**src/rtl/mc_maindec.sv**
```systemverilog
// Moore main-control FSM for the multicycle MIPS datapath, plus a retired-instruction counter.
// Optional build macro MAINDEC_ILLEGAL_TRAP_EN: undefined opcodes lock the FSM in TRAP and set illegal.
module mc_maindec #(
  parameter int CNT_W = 32
) (
  input  logic             clk,
  input  logic             reset,
  input  logic [5:0]       op,
  output logic             iord,
  output logic             irwrite,
  output logic             memwrite,
  output logic             regwrite,
  output logic             regdst,
  output logic             memtoreg,
  output logic             alusrca,
  output logic [1:0]       alusrcb,
  output logic             zeroext,
  output logic [2:0]       aluop,
  output logic [1:0]       pcsrc,
  output logic             pcwrite,
  output logic             branch,
  output logic             branchne,
  output logic [CNT_W-1:0] retired,
  output logic             illegal
);

  typedef enum logic [3:0] {
    FETCH, DECODE, MEMADR, MEMRD, MEMWB, MEMWR, RTYPEEX, RTYPEWB,
    BEQEX, BNEEX, ADDIEX, ANDIEX, ORIEX, IMMWB, JEX, TRAP
  } state_t;

  typedef struct packed {
    logic       iord;
    logic       irwrite;
    logic       memwrite;
    logic       regwrite;
    logic       regdst;
    logic       memtoreg;
    logic       alusrca;
    logic [1:0] alusrcb;
    logic       zeroext;
    logic [2:0] aluop;
    logic [1:0] pcsrc;
    logic       pcwrite;
    logic       branch;
    logic       branchne;
  } ctrl_t;

  localparam logic [5:0] OP_RTYPE = 6'b000000;
  localparam logic [5:0] OP_J     = 6'b000010;
  localparam logic [5:0] OP_BEQ   = 6'b000100;
  localparam logic [5:0] OP_BNE   = 6'b000101;
  localparam logic [5:0] OP_ADDI  = 6'b001000;
  localparam logic [5:0] OP_ANDI  = 6'b001100;
  localparam logic [5:0] OP_ORI   = 6'b001101;
  localparam logic [5:0] OP_LW    = 6'b100011;
  localparam logic [5:0] OP_SW    = 6'b101011;

  state_t           state_q, state_d;
  ctrl_t            ctrl_q;
  logic [CNT_W-1:0] retired_q;
  logic             retire_d;

  function automatic ctrl_t decode(input state_t s);
    ctrl_t c;
    c = '0;
    case (s)
      FETCH: begin
        c.irwrite = 1'b1;
        c.alusrcb = 2'b01;
        c.pcwrite = 1'b1;
      end
      DECODE:  c.alusrcb = 2'b11;
      MEMADR: begin
        c.alusrca = 1'b1;
        c.alusrcb = 2'b10;
      end
      MEMRD:   c.iord = 1'b1;
      MEMWB: begin
        c.regwrite = 1'b1;
        c.memtoreg = 1'b1;
      end
      MEMWR: begin
        c.iord     = 1'b1;
        c.memwrite = 1'b1;
      end
      RTYPEEX: begin
        c.alusrca = 1'b1;
        c.aluop   = 3'b010;
      end
      RTYPEWB: begin
        c.regwrite = 1'b1;
        c.regdst   = 1'b1;
      end
      BEQEX, BNEEX: begin
        c.alusrca  = 1'b1;
        c.aluop    = 3'b001;
        c.pcsrc    = 2'b01;
        c.branch   = (s == BEQEX);
        c.branchne = (s == BNEEX);
      end
      ADDIEX, ANDIEX, ORIEX: begin
        c.alusrca = 1'b1;
        c.alusrcb = 2'b10;
        c.zeroext = (s != ADDIEX);
        c.aluop   = (s == ANDIEX) ? 3'b100 : (s == ORIEX) ? 3'b011 : 3'b000;
      end
      IMMWB:   c.regwrite = 1'b1;
      JEX: begin
        c.pcsrc   = 2'b10;
        c.pcwrite = 1'b1;
      end
      default: c = '0;
    endcase
    return c;
  endfunction

  // retire_d marks the edge that leaves the last state of an instruction.
  always_comb begin
    state_d  = FETCH;
    retire_d = 1'b0;
    case (state_q)
      FETCH:  state_d = DECODE;
      DECODE: begin
        case (op)
          OP_LW, OP_SW: state_d = MEMADR;
          OP_RTYPE:     state_d = RTYPEEX;
          OP_BEQ:       state_d = BEQEX;
          OP_BNE:       state_d = BNEEX;
          OP_ADDI:      state_d = ADDIEX;
          OP_ANDI:      state_d = ANDIEX;
          OP_ORI:       state_d = ORIEX;
          OP_J:         state_d = JEX;
          default: begin
`ifdef MAINDEC_ILLEGAL_TRAP_EN
            state_d  = TRAP;
`else
            state_d  = FETCH;
            retire_d = 1'b1;
`endif
          end
        endcase
      end
      MEMADR:  state_d = (op == OP_SW) ? MEMWR : MEMRD;
      MEMRD:   state_d = MEMWB;
      RTYPEEX: state_d = RTYPEWB;
      ADDIEX, ANDIEX, ORIEX: state_d = IMMWB;
      MEMWB, MEMWR, RTYPEWB, IMMWB, BEQEX, BNEEX, JEX: begin
        state_d  = FETCH;
        retire_d = 1'b1;
      end
`ifdef MAINDEC_ILLEGAL_TRAP_EN
      TRAP:    state_d = TRAP;
`endif
      default: state_d = FETCH;
    endcase
  end

  // Control outputs are registered alongside the state from the decoded next state.
  always_ff @(posedge clk or negedge reset) begin
    if (!reset) begin
      state_q   <= FETCH;
      ctrl_q    <= decode(FETCH);
      retired_q <= '0;
    end else begin
      state_q <= state_d;
      ctrl_q  <= decode(state_d);
      if (retire_d) retired_q <= retired_q + CNT_W'(1);
    end
  end

`ifdef MAINDEC_ILLEGAL_TRAP_EN
  logic illegal_q;
  always_ff @(posedge clk or negedge reset) begin
    if (!reset)                illegal_q <= 1'b0;
    else if (state_d == TRAP)  illegal_q <= 1'b1;
  end
  assign illegal = illegal_q;
`else
  assign illegal = 1'b0;
`endif

  // Write enables are gated by reset so nothing commits while it is held low.
  assign irwrite  = ctrl_q.irwrite  & reset;
  assign memwrite = ctrl_q.memwrite & reset;
  assign regwrite = ctrl_q.regwrite & reset;
  assign pcwrite  = ctrl_q.pcwrite  & reset;
  assign branch   = ctrl_q.branch   & reset;
  assign branchne = ctrl_q.branchne & reset;
  assign iord     = ctrl_q.iord;
  assign regdst   = ctrl_q.regdst;
  assign memtoreg = ctrl_q.memtoreg;
  assign alusrca  = ctrl_q.alusrca;
  assign alusrcb  = ctrl_q.alusrcb;
  assign zeroext  = ctrl_q.zeroext;
  assign aluop    = ctrl_q.aluop;
  assign pcsrc    = ctrl_q.pcsrc;
  assign retired  = retired_q;

endmodule

```
**config.mk**
```make
export PLATFORM = sky130hd
export DESIGN_NAME = mc_maindec
export DESIGN_NICKNAME = d
export VERILOG_FILES = /design/src/rtl/mc_maindec.sv
export SDC_FILE = /design/constraint.sdc
export NUM_CORES = 1
export LEC_CHECK = 0
export BUFFER_PORTS_ARGS = -buffer_cell sky130_fd_sc_hd__buf_2
export CAP_MARGIN = 20
export CORE_ASPECT_RATIO = 1.4
export CORE_MARGIN = 10
export CORE_UTILIZATION = 55
export DETAILED_ROUTE_END_ITERATION = 7
export PLACE_DENSITY = 0.92
export SYNTH_ARGS = -nofsm -noshare
export SYNTH_HDL_FRONTEND = slang
export SYNTH_SLANG_ARGS = --single-unit
```
**constraint.sdc**
```tcl
create_clock -name clk -period 2.6 [get_ports clk]
set_clock_uncertainty 0.2 [all_clocks]
set_input_delay 0.13 -clock clk [delete_from_list [all_inputs] [get_ports clk]]
set_output_delay 0.13 -clock clk [all_outputs]
set_load 0.05 [all_outputs]
```
Word-level counts from Yosys, hierarchy flattened. Index checks and enable logic that the tools add are counted.

Add/sub/neg operators: 1. Equality and inequality tests: 37. Muxes and demuxes: 20. Bitwise logic cells: 6. Reduce and logical (&&, ||, !) cells: 14.

Operators by type and width (count): $eq 4x4->1 const B (14); $add 32x1->32 const B (1); $eq 4x3->1 const B (8); $pmux 4 s8 (1); $pmux 4 s6 (1); $eq 6x4->1 const B (3); $eq 4x2->1 const B (4); $reduce_or 7->1 (2); $eq 6x3->1 const B (2); $eq 6x6->1 const B (2); $mux 1 (10); $pmux 3 s3 (1); $reduce_or 3->1 (3); $reduce_or 9->1 (1); $eq 4x1->1 const B (2); $logic_not 4->1 (2); $reduce_or 2->1 (4); $and 1x1->1 (6); $eq 6x2->1 const B (1); $logic_not 6->1 (1); $mux 3 (2); $pmux 2 s3 (1); $mux 2 (2); $ne 4x4->1 const B (1); 3 further kinds (3).

Bits in registers: 54. Input port bits: 8. Output and inout bits: 51. Logic and storage cells: 94.

Depth between registers and ports, before layout.
Word-level depth: 8. Gate-level depth with buffers: 8. Mapped depth without buffers: 6.

Worst setup path before layout. OpenSTA, ideal clock, no wires.

Path kind: register -> register. From: reg retired_q[3], in the netlist retired[3]. To: reg retired_q[31], in the netlist retired[31]. Setup time: 0.082 ns. Arrival: 2.051 ns. Data required time: 2.318 ns. Setup slack: 0.267 ns. Stages on the path, launching flop included: 7. Path buffers: 1. Clock period less this slack: 2.333 ns. Path through: dfrtp_1 -> and4_1 -> and4_1 -> nand4_1 -> clkbuf_1 -> nor4_2 -> xor2_1.

Cells in the longest elaborated chain, start to end: 1.

RTL lines: from (decl) (line 61) `logic [CNT_W-1:0] retired_q;`; from (signal assigned) (line 168) `if (retire_d) retired_q <= retired_q + CNT_W'(1);`; $add 32x1->32 (line 168).

Every way passes these cells. A chain may end at the register's enable or synchronous reset.

Worst setup path in the final report.
From: reg state_q[3]. To: reg retired_q[22], in the netlist retired[22].

Cells in the longest elaborated chain, start to end: 3. Elaborated cells between the ends (all ways): 10. Those cells by class: 8 x eq/ne; 1 x mux; 1 x reduce/logical.

RTL lines: from (decl) (line 59) `state_t state_q, state_d;`; from (signal assigned) (line 166) `state_q <= state_d;`; $eq 4x3->1 or $eq 4x4->1 (tied branches) (line 122) `case (state_q)`; $reduce_or 7->1 (line 122); $pmux 1 s2 (*) (line 122).

Every way passes the cells marked *; elsewhere a longest branch is shown, timed or not.

==> run summary <==
Status -> completed
Final min period -> 2410 ps
WP data required -> 2630 ps
Global-route wire length before repair -> 9670 microns
Area of the multi-input gates -> 1310 sq um
Final Slew Violations -> 0
Fmax -> 0.414 GHz
Register Area -> 1360 sq um
Drt pass-1 iters -> 4
Critical path arrival -> 2440 ps
Final hold vios -> 0
Max stage delay on crit path -> 540 ps
Fill count -> 400
Site row count -> 31
Grt total ovfl -> 0
Clk buf depth -> 2
Final ANT Viol Nets -> 0
Util after Layout -> 64.0%
Critical Path Sink Type -> flip-flop
Initial DRC count -> 136
Synth cell types -> 54
Post-synthesis sequential area ratio -> 47.4%
# setup viols final -> 0
Startpoint types -> flip-flop
Vias in the first global route -> 2041
Setup ws final -> 186 ps
Post-DP HPWL -> 4500 microns
Crit path cell chain -> nor4b_4, o21ai_1, o32a_2, buf_4, nor4b_1, xor2_1
Yosys warning count -> 0
Routability cong. -> 0.861
Io pins -> 59
Pin count of the biggest net entering global routing -> 44
Die X -> 80.9 microns
RSZ-0062 raised after global routing -> no
Core Footprint -> 5120 sq um
Max stage delay cell, worst path -> dfrtp_1
Die Area -> 8520 sq um
PortBufs -> 57
Total GRT Usage -> 13.7%
Synth-to-Final Area Change -> 14.6%
Initial antenna violation count -> 0
Post-synthesis register bit count -> 54
Vias per std cell -> 5.51
Worst Tran Pin Value -> 678 ps
Layout Nets -> 321
Ys flop type -> dfrtp_1
HP Class -> in2async
Leak pwr -> 1.37 nW
Clk sink count -> 54
Final worst-path cycle share -> 92.8%
Starting Density -> 55.8%
Residual DRC -> 0
Crit path max-delay family -> simple AND/OR/NAND/NOR gates
Max-cap viol count -> 0
EDFF count, synth -> 0
Max_slew headroom -> 54.5%
Die Ht -> 105 microns
Syn nets -> 269
Final hold slack -> 97.5 ps
Crit Path Class -> reg2reg
Wirelength per Cell -> 15.5 microns
Clock latency on the worst-skew pair -> 300 ps
Share of post-route cells with drive strength above 1 -> 32.6%
# diodes -> 0
Async S/R FF share, synth -> 100%
Mean area per synthesized cell -> 11.0 sq um
TritonCTS Buffers -> 5
Resized cells post-CTS -> 0
Buf/Inv on CP -> 1
DR vias -> 2089
Mapped Cells -> 260
Post-synthesis cell area -> 2860 sq um
CP max FO -> 13
Worst-path clk slew -> 100 ps
Power consumption -> 0.00287 W
Pwr dens -> 877 nW/um^2
H-tree lvl count -> 2
Root buffer cell -> clkbuf_8
Setup WS pre-CTS -> 198 ps
Setup TNS -> 0 ps
VDD IR max -> 447 uV
Drt total wl -> 5860 microns
CTS tree -> yes
-- placed cells by master, fill, tap and decap left out, types with 7 or more instances in the layout --
cell / instances
inv_1: 11
nand4_1: 7
dfrtp_1: 51
buf_2: 57
nor4_2: 15
nand3_1: 12
nand2_1: 16
nor2_1: 11
clkbuf_8: 7
and2_1: 8
nor3_1: 12
xor2_1: 28
-- cells by family (layout without fill, tap and decap cells) --
kind of cell	Yosys count	after routing	share of synthesized area, %
compound gates	22	22	5.56
xor+xnor	33	33	10.1
fa+ha+maj	1	1	0.438
buf+inv	33	86	6.61
flops	54	54	47.4
mux	2	2	0.744
other cells	1	1	0.131
simple gates	114	114	29.0
-- Yosys cell counts, types with 3 or more instances --
| library cell | n | area (sq um) |
|---|---|---|
| xnor2_1 | 5 | 43.8 |
| nand4_1 | 7 | 43.8 |
| buf_4 | 10 | 75.1 |
| and2_1 | 8 | 50.1 |
| dfstp_2 | 3 | 78.8 |
| a21oi_1 | 4 | 20.0 |
| xor2_1 | 28 | 245 |
| o21ai_0 | 3 | 15.0 |
| nor4b_1 | 3 | 26.3 |
| buf_2 | 4 | 20.0 |
| nor2b_1 | 4 | 25.0 |
| nor4b_4 | 3 | 71.3 |
| dfrtp_1 | 51 | 1280 |
| clkbuf_1 | 3 | 11.3 |
| inv_1 | 11 | 41.3 |
| nor3b_1 | 5 | 37.5 |
| nor2_1 | 11 | 41.3 |
| nand2_1 | 16 | 60.1 |
| nand3_1 | 12 | 60.1 |
| nor4_2 | 15 | 188 |
| buf_6 | 3 | 33.8 |
| nor3_1 | 12 | 60.1 |
-- registers in the layout, indices dropped and copies added, names as in the netlist --
| name | flops |
|---|---|
| memtoreg | 1 |
| ctrl_q | 6 |
| alusrcb | 2 |
| zeroext | 1 |
| regdst | 1 |
| state_q | 4 |
| aluop | 3 |
| alusrca | 1 |
| iord | 1 |
| pcsrc | 2 |
| retired | 32 |
-- layout make-up --
cell class	count	area share [%]
sequential	54	41.4
clock buffer	7	2.94
multi-input combinational	173	40.1
inverter	12	1.38
timing repair buffer	66	11.4
tap	66	2.52
clock inverter	1	0.267
-- power breakdown --
group | switching (W) | internal (W) | leakage [nW]
clock network | 0.000259 | 0.000244 | 0.0544
registers | 0.000128 | 0.000981 | 0.622
logic | 0.000892 | 0.000369 | 0.697
total | 0.00128 | 0.00159 | 1.37
-- metrics by stage --
step,cells,cell area (sq um)
after floorplan,260,2860
after global placement,368,3140
after detailed placement,368,3140
after CTS,379,3270
after global routing,379,3270
final,379,3270
-- final timing paths --
check,cells past startpoint,endpoint,slack (ps),from
setup reg to reg,6,retired[22],190,state_q[3]
min in group clk,4,ctrl_q[15],100,op[3]
max in group asynchronous,3,state_q[3],1270,reset
hold reg to reg,1,retired[31],270,retired[31]
hold / removal,2,iord,100,reset
setup / recovery,6,retired[22],190,state_q[3]
-- routing by layer --
| layer | global-route usage (%) | vias up | share of wire, % |
|---|---|---|---|
| met3 | 3.49 | 7 | 6.4 |
| met5 | 0 | - | 0 |
| li1 | - | 1009 | - |
| met1 | 15.8 | 1012 | 39 |
| met2 | 24.1 | 61 | 53 |
| met4 | 4.09 | 0 | 1.5 |
-- what timing repair did --
| action | in CTS | in global routing |
|---|---|---|
| hold buffers | 3 | 0 |
| buffers inserted | 0 | 0 |
| endpoints found under the hold margin | 13 | 0 |
(Power assumes the default switching activity.)
